--- src/rtl/mips_fetch_pkg.sv ---
// Shared constants and types for the MIPS fetch stage: vectors, redirect
// encodings, fetch-state enumeration and the per-cycle fetch action.
package mips_fetch_pkg;

  localparam logic [31:0] RESET_VEC = 32'h0000_0000;
  localparam logic [31:0] IRQ_VEC   = 32'h0000_0004;
  localparam logic [31:0] EXC_VEC   = 32'h0000_0008;

  typedef enum logic [1:0] {
    REDIR_SEQ = 2'b00,
    REDIR_BR  = 2'b01,
    REDIR_J   = 2'b10,
    REDIR_JR  = 2'b11
  } redirect_sel_e;

  typedef enum logic [1:0] {
    ST_BOOT   = 2'b00,
    ST_KERNEL = 2'b01,
    ST_USER   = 2'b10
  } fetch_state_e;

  // What the fetch stage does on the coming edge, as chosen by fetch_pc_sel.
  typedef enum logic [2:0] {
    ACT_HOLD  = 3'd0,
    ACT_SEQ   = 3'd1,
    ACT_REDIR = 3'd2,
    ACT_IRQ   = 3'd3,
    ACT_EXC   = 3'd4
  } fetch_action_e;

  function automatic logic [31:0] word_align(input logic [31:0] addr);
    return {addr[31:2], 2'b00};
  endfunction

endpackage

--- src/rtl/fetch_pc_sel.sv ---
// Combinational next-PC selection: resolves exception, interrupt, redirect,
// stall and sequential fetch in priority order and reports the chosen action.
module fetch_pc_sel
  import mips_fetch_pkg::*;
(
  input  logic [1:0]    i_state,
  input  logic          i_stall,
  input  logic [1:0]    i_redirect_sel,
  input  logic [31:0]   i_branch_target,
  input  logic [31:0]   i_jump_target,
  input  logic [31:0]   i_jr_target,
  input  logic          i_irq,
  input  logic          i_exception,
  input  logic [31:0]   i_pc,
  input  logic [31:0]   i_pc_plus4,
  input  logic [31:0]   i_if_id_pc_plus4,
  output logic [31:0]   o_next_pc,
  output fetch_action_e o_action,
  output logic [31:0]   o_epc_value
);

  logic [31:0] w_redirect_target;
  logic        w_redirect;
  logic        w_boot;
  logic        w_user;

  assign w_redirect = (i_redirect_sel != REDIR_SEQ);
  assign w_boot     = (i_state == ST_BOOT);
  assign w_user     = (i_state == ST_USER);

  always_comb begin
    w_redirect_target = i_pc_plus4;
    case (i_redirect_sel)
      REDIR_BR: w_redirect_target = word_align(i_branch_target);
      REDIR_J:  w_redirect_target = word_align(i_jump_target);
      REDIR_JR: w_redirect_target = word_align(i_jr_target);
      default:  w_redirect_target = i_pc_plus4;
    endcase
  end

  // BOOT performs exactly one plain fetch from RESET_VEC; every event is
  // ignored there so the reset vector is always the first word fetched.
  always_comb begin
    o_next_pc   = i_pc;
    o_action    = ACT_HOLD;
    o_epc_value = i_pc;
    if (w_boot) begin
      o_next_pc = i_pc_plus4;
      o_action  = ACT_SEQ;
    end else if (i_exception) begin
      o_next_pc   = EXC_VEC;
      o_action    = ACT_EXC;
      o_epc_value = i_if_id_pc_plus4;
    end else if (i_irq && w_user) begin
      o_next_pc   = IRQ_VEC;
      o_action    = ACT_IRQ;
      o_epc_value = w_redirect ? w_redirect_target : i_pc;
    end else if (w_redirect) begin
      o_next_pc = w_redirect_target;
      o_action  = ACT_REDIR;
    end else if (i_stall) begin
      o_next_pc = i_pc;
      o_action  = ACT_HOLD;
    end else begin
      o_next_pc = i_pc_plus4;
      o_action  = ACT_SEQ;
    end
  end

endmodule

--- src/rtl/instruction_fetch.sv ---
// MIPS instruction fetch stage: PC register, BOOT/KERNEL/USER mode FSM,
// IF/ID pipeline register and EPC capture on interrupt/exception entry.
module instruction_fetch
  import mips_fetch_pkg::*;
(
  input  logic        clk,
  input  logic        reset,
  input  logic        Stall,
  input  logic [1:0]  RedirectSel,
  input  logic [31:0] BranchTarget,
  input  logic [31:0] JumpTarget,
  input  logic [31:0] JrTarget,
  input  logic        IRQ,
  input  logic        Exception,
  output logic [31:0] Address,
  input  logic [31:0] Instruction,
  output logic [31:0] IF_ID_Instruction,
  output logic [31:0] IF_ID_PCPlus4,
  output logic        IF_ID_Valid,
  output logic [31:0] EPC,
  output logic        EPCWrite,
  output logic        KernelMode
);

  fetch_state_e  r_state;
  fetch_state_e  w_state_next;
  logic [31:0]   r_pc;
  logic [31:0]   r_if_id_instr;
  logic [31:0]   r_if_id_pc_plus4;
  logic          r_if_id_valid;
  logic [31:0]   r_epc;
  logic          r_epc_write;

  logic [31:0]   w_pc_plus4;
  logic [31:0]   w_next_pc;
  logic [31:0]   w_epc_value;
  fetch_action_e w_action;

  assign w_pc_plus4 = r_pc + 32'd4;

  fetch_pc_sel u_pc_sel (
    .i_state          (r_state),
    .i_stall          (Stall),
    .i_redirect_sel   (RedirectSel),
    .i_branch_target  (BranchTarget),
    .i_jump_target    (JumpTarget),
    .i_jr_target      (JrTarget),
    .i_irq            (IRQ),
    .i_exception      (Exception),
    .i_pc             (r_pc),
    .i_pc_plus4       (w_pc_plus4),
    .i_if_id_pc_plus4 (r_if_id_pc_plus4),
    .o_next_pc        (w_next_pc),
    .o_action         (w_action),
    .o_epc_value      (w_epc_value)
  );

  always_ff @(posedge clk or negedge reset) begin
    if (!reset) begin
      r_state <= ST_BOOT;
    end else begin
      r_state <= w_state_next;
    end
  end

  // Only a jr that actually wins priority drops KERNEL into USER; an
  // exception arriving alongside it keeps the FSM in KERNEL.
  always_comb begin
    w_state_next = r_state;
    case (r_state)
      ST_BOOT: begin
        w_state_next = ST_KERNEL;
      end
      ST_KERNEL: begin
        if (w_action == ACT_REDIR && RedirectSel == REDIR_JR) begin
          w_state_next = ST_USER;
        end
      end
      ST_USER: begin
        if (w_action == ACT_IRQ || w_action == ACT_EXC) begin
          w_state_next = ST_KERNEL;
        end
      end
      default: begin
        w_state_next = ST_BOOT;
      end
    endcase
  end

  always_ff @(posedge clk or negedge reset) begin
    if (!reset) begin
      r_pc <= RESET_VEC;
    end else begin
      r_pc <= w_next_pc;
    end
  end

  // Any control transfer leaves an all-zero bubble in IF/ID for one cycle.
  always_ff @(posedge clk or negedge reset) begin
    if (!reset) begin
      r_if_id_instr    <= 32'd0;
      r_if_id_pc_plus4 <= 32'd0;
      r_if_id_valid    <= 1'b0;
    end else begin
      case (w_action)
        ACT_SEQ: begin
          r_if_id_instr    <= Instruction;
          r_if_id_pc_plus4 <= w_pc_plus4;
          r_if_id_valid    <= 1'b1;
        end
        ACT_REDIR, ACT_IRQ, ACT_EXC: begin
          r_if_id_instr    <= 32'd0;
          r_if_id_pc_plus4 <= 32'd0;
          r_if_id_valid    <= 1'b0;
        end
        default: begin
          r_if_id_instr    <= r_if_id_instr;
          r_if_id_pc_plus4 <= r_if_id_pc_plus4;
          r_if_id_valid    <= r_if_id_valid;
        end
      endcase
    end
  end

  always_ff @(posedge clk or negedge reset) begin
    if (!reset) begin
      r_epc       <= 32'd0;
      r_epc_write <= 1'b0;
    end else if (w_action == ACT_IRQ || w_action == ACT_EXC) begin
      r_epc       <= w_epc_value;
      r_epc_write <= 1'b1;
    end else begin
      r_epc_write <= 1'b0;
    end
  end

  assign Address           = r_pc;
  assign IF_ID_Instruction = r_if_id_instr;
  assign IF_ID_PCPlus4     = r_if_id_pc_plus4;
  assign IF_ID_Valid       = r_if_id_valid;
  assign EPC               = r_epc;
  assign EPCWrite          = r_epc_write;
  assign KernelMode        = (r_state != ST_USER);

endmodule

--- config.mk ---
export PLATFORM = sky130hd
export DESIGN_NAME = instruction_fetch
export DESIGN_NICKNAME = d
export VERILOG_FILES = /design/src/rtl/mips_fetch_pkg.sv /design/src/rtl/fetch_pc_sel.sv /design/src/rtl/instruction_fetch.sv
export SDC_FILE = /design/constraint.sdc
export NUM_CORES = 1
export LEC_CHECK = 0
export ABC_CLOCK_PERIOD_IN_PS = 5900
export CORE_MARGIN = 3
export CORE_UTILIZATION = 25
export DETAILED_ROUTE_END_ITERATION = 7
export GPL_ROUTABILITY_DRIVEN = 1
export SETUP_SLACK_MARGIN = 0.02
export SYNTH_ARGS = -nofsm -noshare
export SYNTH_HDL_FRONTEND = slang
export SYNTH_SLANG_ARGS = --single-unit
--- constraint.sdc ---
create_clock -name clk -period 5.9 [get_ports clk]
set_input_delay 1.18 -clock clk [delete_from_list [all_inputs] [get_ports clk]]
set_output_delay 1.18 -clock clk [all_outputs]
set_load 0.02 [all_outputs]
==> results of run 1 <==
per-layer routing:
metal / up-vias / wire, um
li1: 3545 / -
met2: 359 / 14500
met3: 55 / 2780
met1: 3710 / 13200
met5: - / 13
met4: 2 / 768
through the flow:
| stage | hold slack (ns) | util | area, um^2 |
|---|---|---|---|
| 2_1_floorplan | 0.589 | - | 7460 |
| 3_3_place_gp | 0.460 | 0.359 | 10400 |
| 3_5_place_dp | 0.469 | 0.359 | 10400 |
| 4_1_cts | 0.485 | 0.380 | 11100 |
| 5_1_grt | 0.501 | 0.380 | 11100 |
| 6_report | 0.478 | 0.380 | 11100 |
report_power, final:
part / internal [mW] / total, mW / switching [mW]
logic: 0.388 / 0.843 / 0.454
registers: 1.00 / 1.13 / 0.121
clock network: 0.703 / 1.13 / 0.431
total: 2.10 / 3.10 / 1.01
cells in the mapped netlist (5+ instances only):
| cell | number |
|---|---|
| o21ai_0 | 83 |
| buf_2 | 18 |
| a32oi_1 | 6 |
| a22o_1 | 37 |
| inv_1 | 13 |
| o22ai_1 | 10 |
| o211ai_1 | 13 |
| a21oi_1 | 67 |
| xor2_1 | 9 |
| clkbuf_1 | 45 |
| nor3_1 | 12 |
| xnor2_1 | 14 |
| buf_1 | 7 |
| mux2_2 | 19 |
| nand2b_1 | 5 |
| a21o_1 | 6 |
| a22oi_1 | 18 |
| and3_1 | 6 |
| nor2_1 | 51 |
| o31ai_1 | 5 |
| a31oi_1 | 12 |
| a211oi_1 | 8 |
| mux2i_1 | 14 |
| o22a_1 | 5 |
| nand3_1 | 30 |
| dfrtp_1 | 132 |
| nor4_1 | 6 |
| nand2_1 | 99 |
area by class of cell:
cell class	count	area, um^2
fillers	2978	18000
multi-input cells	616	3830
flip-flops and latches	132	3300
repair buffers	284	2770
well taps	384	480
clock buffers	17	425
clock inverters	14	186
inverters	14	52.6
diodes	1	2.50
final timing paths:
kind	from	endpoint
max	Stall	IF_ID_Instruction[22]$_DFFE_PN0P_
min	EPC[8]$_DFFE_PN0P_	EPC[8]$_DFFE_PN0P_
max reg2reg	Address[2]$_DFFE_PN0P_	Address[20]$_DFFE_PN0P_
min reg2reg	EPC[8]$_DFFE_PN0P_	EPC[8]$_DFFE_PN0P_
max in group asynchronous	reset	r_state[0]$_DFFE_PN0P_
min in group asynchronous	reset	EPC[16]$_DFFE_PN0P_
flip-flops by register name, summed over array words and instances, names as in the netlist:
signal,flops
IF_ID_Valid,1
EPC,32
EPCWrite,1
IF_ID_Instruction,32
IF_ID_PCPlus4,32
Address,32
r_state,2
logic make-up (layout without fill, tap and decap cells):
logic type	Yosys count	after routing	synth area share
flip-flops	132	132	0.443
AO/OA/AOI/OAI	307	307	0.269
adder cells (fa/ha/maj)	1	1	0.00168
AND/OR/NAND/NOR	252	252	0.166
buffers and inverters	85	329	0.0463
other	0	1	0
multiplexers	33	33	0.0474
XOR/XNOR	23	23	0.0270
worst max-delay path: stages:
cell and delay (ns):
clkdlybuf4s50_1 0.65, or3b_1 0.55, a211oi_4 0.27, buf_4 0.62, nor2_2 0.13, buf_4 0.29, a22o_1 0.24
==> metrics.csv, run 1 <==
metric,value,unit
Die Wd,179,um
DRT Wirelength,31300,um
Most Crowded Layer GR,met2,
Final setup viols,0,
initial cell density of the core,0.257,
area of the die,32000,um^2
Clock Sinks,132,
Die H,179,um
Tmin final,3.66,ns
Synth cell types,69,
wire per inst,21.4,um
Cell Count Post-Placement,1430,
post_cts resized,0,
power consumption,3.10,mW
row cnt,62,
measured slew at the worst slew-check pin,1.10,ns
ys flop type,dfrtp_1,
"Seq/Total Area, Yosys",0.443,
pre-CTS worst setup slack,1.83,ns
Worst slew margin,0.259,
"area leader, netlist",dfrtp_1,
Ys Warns,0,
max cap viols,0,
"Setup Fix Bufs, Post-CTS",0,
WHS Path Cells,2,
mapped cell area,7460,um^2
setup_tns,0,ns
P&R area growth vs syn,48.1,%
CTS tree,built,
Final Slew Violations,0,
clock slew at reported path FFs,0.06,ns
worst path required time,6.21,ns
crit path kind,input pin to flop,
initial antenna violation count,2,
Port-buffer cells,259,
DR iter-0 viols,597,
Critical Path Fanout Max,61,
skew final,0.00714,ns
routability cong.,0.872,
num ports,266,
vias in the first global route,7372,
GR Overflow Total,0,
achievable frequency,273,MHz
met3 usage in global routing,0.0553,
DPL Wire Length,22300,um
routing usage on met1,0.252,
Synth Register Bits,132,
vias per cell,5.25,
post-synthesis average cell area,8.96,um^2
syn_nets,969,
CP Data Arrival Time,3.97,ns
GR Util met2,0.300,
reg2reg setup slack,2.93,ns
CTS root buf,clkbuf_16,
largest net degree at the start of global routing,95,
Vias,7671,
cell count of the worst reg-to-reg path,6,
TritonCTS buffer count,17,
"commonest non-fill, non-tap cell in the layout",clkdlybuf4s50_1,
GRT Util Overall,0.190,
unrepaired setup endpoints after global routing,false,
Yosys top cell area share,0.443,
cts hold-fix bufs,0,
fraction of registers with async set or reset after synthesis,1.00,
pwr dens,281,nW/um^2
NumNets Final,1201,
Clock H-tree levels,4,
most frequent cells in the layout,"256 x clkdlybuf4s50_1, 132 x dfrtp_1, 99 x nand2_1",
Max clock buf depth,2,
Skew-Pair Late Insertion Delay,0.43,ns
Setup crit end kind,flop,
largest cells by area after synthesis,"dfrtp_1 44%, o21ai_0 5.6%, nand2_1 5.0%",
crit path launch type,input pin,
peak supply drop,0.168,mV
Final WS setup,2.24,ns
core box area,29100,um^2
first-pass GRT wire length,46100,um
Layout Cells excl Fill,1462,
drt pass-1 iters,5,
final hold violation count,0,
min-delay worst type,flop to flop,
Cells after Synth,833,
Post-synth EDFFs,0,
layout cells sized above 1,0.0891,
status,finished clean,
DRC,0,
final period utilization,0.620,
Routed Antenna Nets,0,
Leak,4.36,nW
No activity file was read; power rests on OpenSTA's default activity.
==> inputs of run 2 (changes only) <==
- ABC_CLOCK_PERIOD_IN_PS: 5900 -> 3400
- clock period: 5.9 -> 3.4 ns (I/O delays scaled with it)
==> metrics.csv, run 2 (synthesis gave the netlist of run 1 again) <==
metric,value,unit
Most Crowded Layer GR,met2,
Cell Count Post-Placement,1453,
NumNets Final,1224,
worst path required time,3.69,ns
core box area,29100,um^2
routability cong.,0.894,
Tmin final,2.65,ns
Final setup viols,0,
CP Data Arrival Time,2.94,ns
GR Overflow Total,0,
Setup crit end kind,flop,
Die Wd,179,um
wire per inst,21.4,um
initial antenna violation count,1,
pwr dens,489,nW/um^2
layout cells sized above 1,0.109,
crit path launch type,flop,
Layout Cells excl Fill,1485,
initial cell density of the core,0.257,
max cap viols,0,
"Setup Fix Bufs, Post-CTS",0,
DR iter-0 viols,658,
drt pass-1 iters,5,
Critical-path top delay cell,dfrtp_1,
measured slew at the worst slew-check pin,1.08,ns
num ports,266,
Worst slew margin,0.278,
Final Slew Violations,0,
critical path's largest stage delay,0.61,ns
DRT Wirelength,31800,um
CTS tree,built,
Inserted Diodes,0,
unrepaired setup endpoints after global routing,false,
post_cts resized,0,
Routed Antenna Nets,0,
met3 usage in global routing,0.0479,
DPL Wire Length,23400,um
reg-to-reg critical path startpoint,Address[2]$_DFFE_PN0P_,
Max clock buf depth,2,
skew final,0.00931,ns
setup_tns,0,ns
final period utilization,0.779,
first-pass GRT wire length,46300,um
CTS root buf,clkbuf_16,
vias in the first global route,7445,
TritonCTS buffer count,17,
Logic pwr share,0.272,
final hold violation count,0,
GRT Util Overall,0.193,
row cnt,62,
vias per cell,5.24,
P&R area growth vs syn,51.5,%
area of the die,32000,um^2
Die H,179,um
peak supply drop,0.277,mV
DRC,0,
Clock H-tree levels,4,
min-delay worst type,input pin to asynchronous set/reset pin,
Flop pwr share,0.353,
Clock Sinks,132,
largest net degree at the start of global routing,61,
Critical Path Fanout Max,12,
Skew-Pair Late Insertion Delay,0.42,ns
internal power,3.75,mW
routing usage on met1,0.256,
Port-buffer cells,259,
"commonest non-fill, non-tap cell in the layout",clkdlybuf4s50_1,
most frequent cells in the layout,"256 x clkdlybuf4s50_1, 132 x dfrtp_1, 99 x nand2_1",
Clock power frac,0.375,
crit path kind,flop to flop,
CP cell instances,ha_1 > nand3_1 > nor2_1 > nand4_1 > a21o_1 > a211o_1,
status,finished clean,
clock slew at reported path FFs,0.07,ns
cts hold-fix bufs,0,
P_sw,1.78,mW
Vias,7781,
Leak,4.50,nW
worst setup path startpoint,Address[2]$_DFFE_PN0P_,
Switching Share,0.321,
GR Util met2,0.308,
achievable frequency,377,MHz
==> run 2: changes by cell type in the layout (fill, tap and decap cells not counted) <==
cell,previous run,this run
buf_4,25,45
clkinv_2,5,1
buf_12,0,3
diode_2,1,0
inv_6,1,2
bufinv_16,4,5
clkinvlp_4,2,4
clkinv_4,2,3
==> run 2: worst max-delay path, delay by kind of cell, from the launching register on <==
kind            cells  cell delay [ns]
compound gates      2             0.54
flops               1             0.61
simple gates        3             1.08
fa+ha+maj           1             0.30
==> run 2: path summary, 6_finish.rpt <==
path	to	slack [ns]	cells past startpoint
max in group asynchronous	Address[21]$_DFFE_PN0P_	2.38	2
min in group clk	EPC[6]$_DFFE_PN0P_	0.48	2
min	EPC[15]$_DFFE_PN0P_	0.23	1
max	Address[24]$_DFFE_PN0P_	0.75	6
max reg2reg	Address[24]$_DFFE_PN0P_	0.75	6
min reg2reg	EPC[6]$_DFFE_PN0P_	0.48	2
==> run 2: per-layer routing <==
| layer | vias to the layer above | share of wire | wire, um |
|---|---|---|---|
| li1 | 3602 | - | - |
| met1 | 3814 | 0.43 | 13600 |
| met2 | 317 | 0.47 | 14900 |
| met3 | 46 | 0.081 | 2570 |
| met4 | 2 | 0.025 | 784 |
| met5 | - | 0.00041 | 13 |
==> run 2: power groups by stage <==
stage	clock [mW]	sequential, mW	combinational (mW)
after floorplan	0	2.11	0.537
after global placement	0	1.97	1.50
after detailed placement	0	1.97	1.51
after CTS	2.12	1.95	1.51
after global routing	2.17	1.98	1.60
final	2.07	1.95	1.50
==> run 2: cell type report <==
cell class	count	area, um^2
sequential	132	3300
timing repair buffer	307	2980
tap	384	480
fill	2979	17800
inverter	14	52.6
multi-input combinational	616	3830
clock inverter	15	229
clock buffer	17	425
==> run 2: metrics by stage <==
stage | hold WS (ns) | power (mW) | cell area, um^2 | utilization | setup WS, ns
after floorplan | 0.384 | 2.65 | 7460 | - | 1.01
after global routing | 0.275 | 5.75 | 11300 | 0.389 | 0.596
after detailed placement | 0.468 | 3.48 | 10700 | 0.366 | 0.474
final | 0.230 | 5.52 | 11300 | 0.389 | 0.750
after CTS | 0.261 | 5.57 | 11300 | 0.389 | 0.782
after global placement | 0.460 | 3.46 | 10700 | 0.366 | 0.482
==> inputs of run 3 (changes only) <==
- ABC_CLOCK_PERIOD_IN_PS: 3400 -> 2620
- clock period: 3.4 -> 2.62 ns (I/O delays scaled with it)
==> metrics.csv, run 3 (synthesis gave the netlist of run 1 again) <==
metric,value,unit
status,finished clean,
worst path required time,2.10,ns
most frequent cells in the layout,"256 x clkdlybuf4s50_1, 132 x dfrtp_1, 99 x nand2_1",
core box area,29100,um^2
final period utilization,0.935,
final hold violation count,0,
CTS root buf,clkbuf_16,
row cnt,62,
Max clock buf depth,2,
vias per cell,5.20,
wire per inst,20.9,um
"commonest non-fill, non-tap cell in the layout",clkdlybuf4s50_1,
initial cell density of the core,0.257,
"Setup Fix Bufs, Post-CTS",0,
Final Slew Violations,0,
Vias,7975,
layout cells sized above 1,0.145,
Setup crit end kind,output port,
crit path kind,flop to output port,
CTS tree,built,
clock slew at reported path FFs,0.06,ns
DR iter-0 viols,568,
final core utilization,0.402,
pre-CTS worst setup slack,0.0311,ns
Layout Cells excl Fill,1535,
Cell Count Post-Placement,1501,
GR Overflow Total,0,
routability cong.,0.885,
crit path launch type,flop,
P&R area growth vs syn,56.7,%
Final setup viols,0,
max cap viols,0,
largest net degree at the start of global routing,57,
DRT Wirelength,32100,um
achievable frequency,408,MHz
Die H,179,um
Clock H-tree levels,4,
drt pass-1 iters,5,
DRC,0,
CP Data Arrival Time,1.93,ns
Port-buffer cells,259,
first-pass GRT wire length,46600,um
initial antenna violation count,2,
Clock Sinks,132,
vias in the first global route,7883,
setup_tns,0,ns
power consumption,7.16,mW
Final WS setup,0.169,ns
Tmin final,2.45,ns
peak supply drop,0.386,mV
Worst slew margin,0.525,
DPL Wire Length,24400,um
NumNets Final,1273,
GRT Util Overall,0.193,
min-delay worst type,flop to flop,
skew final,0.0102,ns
Skew-Pair Late Insertion Delay,0.42,ns
num ports,266,
Routed Antenna Nets,0,
measured slew at the worst slew-check pin,0.712,ns
final instance area,11700,um^2
TritonCTS buffer count,17,
Hold Worst Slack,0.483,ns
Critical Path Fanout Max,13,
area of the die,32000,um^2
fill count,2932,
Area after DPL,11100,um^2
unrepaired setup endpoints after global routing,false,
pwr dens,612,nW/um^2
Die Wd,179,um
Leak,4.75,nW
[run 3: cell count changes in the layout (fill, tap and decap cells not counted)]
cell           delta
clkbuf_8          +1
dlygate4sd3_1     +1
clkbuf_1          +1
bufinv_16         -1
inv_6             -1
buf_12            +4
clkinv_2          +3
clkinv_4          -1
clkinvlp_4        -2
diode_2           +1
buf_4            +44
[run 3: routing by layer]
metal  global-route usage  wire (um)  share of wire
met1                0.251      13500           0.42
met2                0.316      15100           0.47
met3               0.0479       2830          0.088
met4               0.0627        703          0.022
met5                    0         13        0.00041
[run 3: cell type report]
type                            count  area, um^2  area share
Clock buffer                       19         443      0.0379
Sequential cell                   132        3300       0.282
Inverter                           14        52.6     0.00449
Tap cell                          384         480      0.0411
Clock inverter                     13         181      0.0155
Timing Repair Buffer              356        3400       0.291
Antenna cell                        1        2.50    0.000214
Multi-Input combinational cell    616        3830       0.328
[run 3: power breakdown]
group	leakage [nW]	switching (mW)	internal (mW)	total (mW)
clock network	0.303	0.963	1.62	2.58
logic	2.70	1.13	0.994	2.13
registers	1.74	0.190	2.26	2.45
total	4.75	2.29	4.87	7.16
[run 3: path summary, 6_finish.rpt]
check | endpoint | cells past startpoint | slack [ns] | from
worst max-delay path | KernelMode | 3 | 0.17 | r_state[0]$_DFFE_PN0P_
worst min-delay path | EPC[8]$_DFFE_PN0P_ | 2 | 0.48 | EPC[8]$_DFFE_PN0P_
worst max register to register | Address[20]$_DFFE_PN0P_ | 7 | 0.32 | Address[3]$_DFFE_PN0P_
worst min register to register | EPC[8]$_DFFE_PN0P_ | 2 | 0.48 | EPC[8]$_DFFE_PN0P_
max in group asynchronous | Address[27]$_DFFE_PN0P_ | 3 | 1.36 | reset
min in group asynchronous | EPC[17]$_DFFE_PN0P_ | 2 | 0.57 | reset
[run 3: worst max-delay path: stages, from the launching register on]
cell	delay [ns]
dfrtp_1	0.55
inv_1	0.17
nand2_1	0.13
clkdlybuf4s50_1	0.66
[run 3: repair_timing]
action / CTS / global route
hold endpoints to repair: 26 / 0
gates resized for setup: 0 / 0
hold buffers: 1 / 0
==> RTL edit 1: new RTL, config.mk and constraints of run 2 <==
Add an input register stage for `BranchTarget`, with the module's reset; this delays it by one clock. The other inputs are not delayed to match.
--- a/src/rtl/instruction_fetch.sv
+++ b/src/rtl/instruction_fetch.sv
@@ -22,6 +22,16 @@
   output logic        KernelMode
 );
 
+  logic [31:0] BranchTarget_q;
+
+  always_ff @(posedge clk or negedge reset) begin
+    if (!reset) begin
+      BranchTarget_q <= '0;
+    end else begin
+      BranchTarget_q <= BranchTarget;
+    end
+  end
+
   fetch_state_e  r_state;
   fetch_state_e  w_state_next;
   logic [31:0]   r_pc;
@@ -42,7 +52,7 @@
     .i_state          (r_state),
     .i_stall          (Stall),
     .i_redirect_sel   (RedirectSel),
-    .i_branch_target  (BranchTarget),
+    .i_branch_target  (BranchTarget_q),
     .i_jump_target    (JumpTarget),
     .i_jr_target      (JrTarget),
     .i_irq            (IRQ),
Formal check against the unedited RTL: not equivalent (Yosys sat finds a counterexample within 4 cycles, from zero or initial values and one cycle with reset low).
==> RTL edit 1 against run 2 <==
  * Area after synthesis rose by 10%
  * Highest routed layer unchanged
  * Clock skew grew 0.0017 ns
  * Wire length shrank 3.7%
  * Sequential cell count grew 30
  * Cell area increased by 4.3%
  * Worst setup slack improved by 0.038 ns
  * Total power down 1.5%
  * Die area is 9.9% higher
==> RTL edit 1: results (changes against run 2) <==
Met2 Routed Length=14100 µm (-5.0%); Clock Path Buffers=2 (unchanged); status=finished clean; Clock Skews=0.0110 ns (+0.00171 ns); placed insts=1484 (+2.1%); combinational share of power=23.8% (-3.4 points); NumNets Final=1204 (-1.6%); share of layout cells above drive strength 1=9.44% (-1.5 points); Setup WS pre-CTS=0.350 ns (-0.124 ns); GPL Wtd Cong=0.857 (-4.2%); Netlist cell types=73 (+5.8%); static leakage=4.73 nW (+5.2%); met1 wire length=13900 µm (+2.0%); pin count of the biggest net entering global routing=63 (+3.3%); GRT Overall Usage=16.9% (-2.4 points); Post-Syn Instances=835 (+0.24%); routed vias/inst=4.98 (-5.0%); via count=7544 (-3.0%); peak supply drop=0.287 mV (+3.7%); post-synthesis xor/xnor area fraction=2.66% (-0.037 points); vias in the first global route=7333 (-1.5%); grt met2 use=26.9% (-4.0 points); sw power=1.77 mW (-0.24%); Synthesized Nets=971 (+0.21%); Worst path max stage delay=0.54 ns (-0.07 ns); met3 Track Usage GR=3.77% (-1.0 points); ANT cells=0 (unchanged); crit-path leading delay family=buffers and inverters; post-DP HPWL=23300 µm (-0.69%); post-synthesis mux area share=4.33% (-0.41 points); met3 routed WL=2070 µm (-19%); Detailed Route WL=30600 µm (-3.7%); fin crit share=76.8% (-1.1 points); first-pass GRT wire length=46100 µm (-0.52%); adder-cell share of the synthesized area=0.152% (-0.016 points); commonest cells in the netlist=dfrtp_1, nor2_1, nand2_1; Seq power=2.24 mW (+15%); Logic power comb=1.29 mW (-14%); worst slew pin tran=0.750 ns (-0.327 ns); CTS-repair resized insts=0 (unchanged); Initial DRC Count=560 (-15%); yosys warns=0 (unchanged); hold slack=0.219 ns (-0.0113 ns); GR Util met1=23.5% (-2.2 points); Post-DP Area=11200 µm² (+5.3%); maximum fanout along the worst path=39 (+27); reg2reg setup slack=1.06 ns (+0.31 ns); Worst path slowest cell=clkdlybuf4s50_1; WP data arrival=2.95 ns (about the same); top_reg_cell synth=dfrtp_1; top cells by area, synth=dfrtp_1, a22o_1, a21oi_1; fill count=3184 (+6.9%); sequential-to-total area share from yosys stat=49.3% (+5.0 points); post-synthesis compound-gate area fraction=23.5% (-3.5 points)
RTL edit 1: changes by cell type after synthesis, sizes merged, moves of 23 or more:
cell / run 2 / this run
buf: 26 / 51
clkbuf: 45 / 19
dfrtp: 132 / 162
nand2: 99 / 76
nor2: 52 / 86
o21ai: 84 / 51
RTL edit 1: final timing paths:
| kind | start | to | cells past startpoint |
|---|---|---|---|
| max | RedirectSel[1] | Address[24] | 7 |
| min | reset | IF_ID_Instruction[28] | 1 |
| max reg2reg | Address[2] | Address[26] | 6 |
| min reg2reg | EPC[5] | EPC[5] | 2 |
| max in group asynchronous | reset | BranchTarget_q[26] | 2 |
| min in group clk | EPC[5] | EPC[5] | 2 |
RTL edit 1: cell type report:
class | instances | area, µm² | share of cell area, %
sequential | 162 | 4050 | 34.4
tap | 435 | 544 | 4.61
inverter | 10 | 37.5 | 0.318
clock inverter | 14 | 140 | 1.19
timing repair buffer | 284 | 2820 | 23.9
clock buffer | 18 | 439 | 3.72
multi-input combinational | 593 | 3760 | 31.9
==> RTL edit 2: new RTL, config.mk and constraints of run 2 <==
Made on the original files. Reset style: synchronous (`reset`), changed in 4 clocked blocks.
--- a/src/rtl/instruction_fetch.sv
+++ b/src/rtl/instruction_fetch.sv
@@ -55,7 +55,7 @@
     .o_epc_value      (w_epc_value)
   );
 
-  always_ff @(posedge clk or negedge reset) begin
+  always_ff @(posedge clk) begin
     if (!reset) begin
       r_state <= ST_BOOT;
     end else begin
@@ -87,7 +87,7 @@
     endcase
   end
 
-  always_ff @(posedge clk or negedge reset) begin
+  always_ff @(posedge clk) begin
     if (!reset) begin
       r_pc <= RESET_VEC;
     end else begin
@@ -96,7 +96,7 @@
   end
 
   // Any control transfer leaves an all-zero bubble in IF/ID for one cycle.
-  always_ff @(posedge clk or negedge reset) begin
+  always_ff @(posedge clk) begin
     if (!reset) begin
       r_if_id_instr    <= 32'd0;
       r_if_id_pc_plus4 <= 32'd0;
@@ -122,7 +122,7 @@
     end
   end
 
-  always_ff @(posedge clk or negedge reset) begin
+  always_ff @(posedge clk) begin
     if (!reset) begin
       r_epc       <= 32'd0;
       r_epc_write <= 1'b0;
Behaviour: differs if reset is asserted again (counterexample within 4 cycles, from zero or initial values and one cycle with reset low); with reset held inactive, the same outputs for 4 cycles.
==> RTL edit 2 against run 2 <==
  * Wire length fell by 7.3%
  * Sequential cell count did not move
  * Total power fell by 23%
  * Area after synthesis fell by 6.8%
  * Cell area fell by 6.5%
  * First-iteration DRC count fell by 6.8%
  * Critical path depth fell by 3
  * Worst setup slack got worse by 0.011 ns
  * Cell count fell by 2.8%
==> RTL edit 2: results (changes against run 2) <==
status=finished clean; Worst path slowest cell=dfxtp_1; TritonRoute pass-1 iters=7 (+2); first-pass GRT wire length=44600 µm (-3.8%); post-synthesis xor/xnor area fraction=3.27% (+0.57 points); GR Util met1=24.6% (-1.0 points); share of layout cells above drive strength 1=11.2% (+0.29 points); vias in the first global route=7329 (-1.6%); Setup WS pre-CTS=0.484 ns (+0.0103 ns); commonest cells in the netlist=dfxtp_1, nand2_1, o21ai_0; CP startpoint=r_state[0]; Logic power comb=0.805 mW (-46%); adder-cell share of the synthesized area=0.180% (+0.012 points); met3 Track Usage GR=4.55% (-0.24 points); Met2 Routed Length=13700 µm (-7.5%); pin count of the biggest net entering global routing=45 (-26%); met3 routed WL=2270 µm (-12%); Post-DP Area=10000 µm² (-6.0%); Rel. slew slack=49.9% (+22 points); worst min path class=flop to flop; post-synthesis compound-gate area fraction=31.3% (+4.4 points); Initial DRC Count=613 (-6.8%); grt met2 use=31.1% (+0.33 points); Avg Cell Area, Syn=8.50 µm² (-5.1%); NumNets Final=1197 (-2.2%); top cells by area, synth=dfxtp_1, o21ai_0, a22oi_1
==> RTL edit 2: cell types whose count changed after synthesis, sizes merged, moves of 7 or more <==
cell    change
nand2      -18
a22oi      +24
clkbuf     -17
o221a       +7
dfxtp     +132
a21oi      -10
dfrtp     -132
a31oi       -9
buf        +20
nand3      -15
a221oi     +12
==> RTL edit 2: cell type report <==
cell class | instances | area [µm²]
clock buffer | 20 | 447
clock inverter | 10 | 110
fill | 2755 | 16600
inverter | 13 | 48.8
multi-input combinational | 599 | 3920
sequential | 132 | 2640
tap | 372 | 465
timing repair buffer | 298 | 2930
==> RTL edit 2: path summary, 6_finish.rpt <==
check	slack, ns	to
max	0.74	KernelMode
max reg2reg	0.94	Address[24]
min reg2reg	0.46	IF_ID_PCPlus4[30]
min	0.46	IF_ID_PCPlus4[30]
==> RTL edit 2: worst max-delay path, delay by kind of cell, from the launching register on <==
kind / cells / cell delay (ns)
buffers and inverters: 2 / 0.77
flip-flops: 1 / 0.62
AND/OR/NAND/NOR: 1 / 0.16
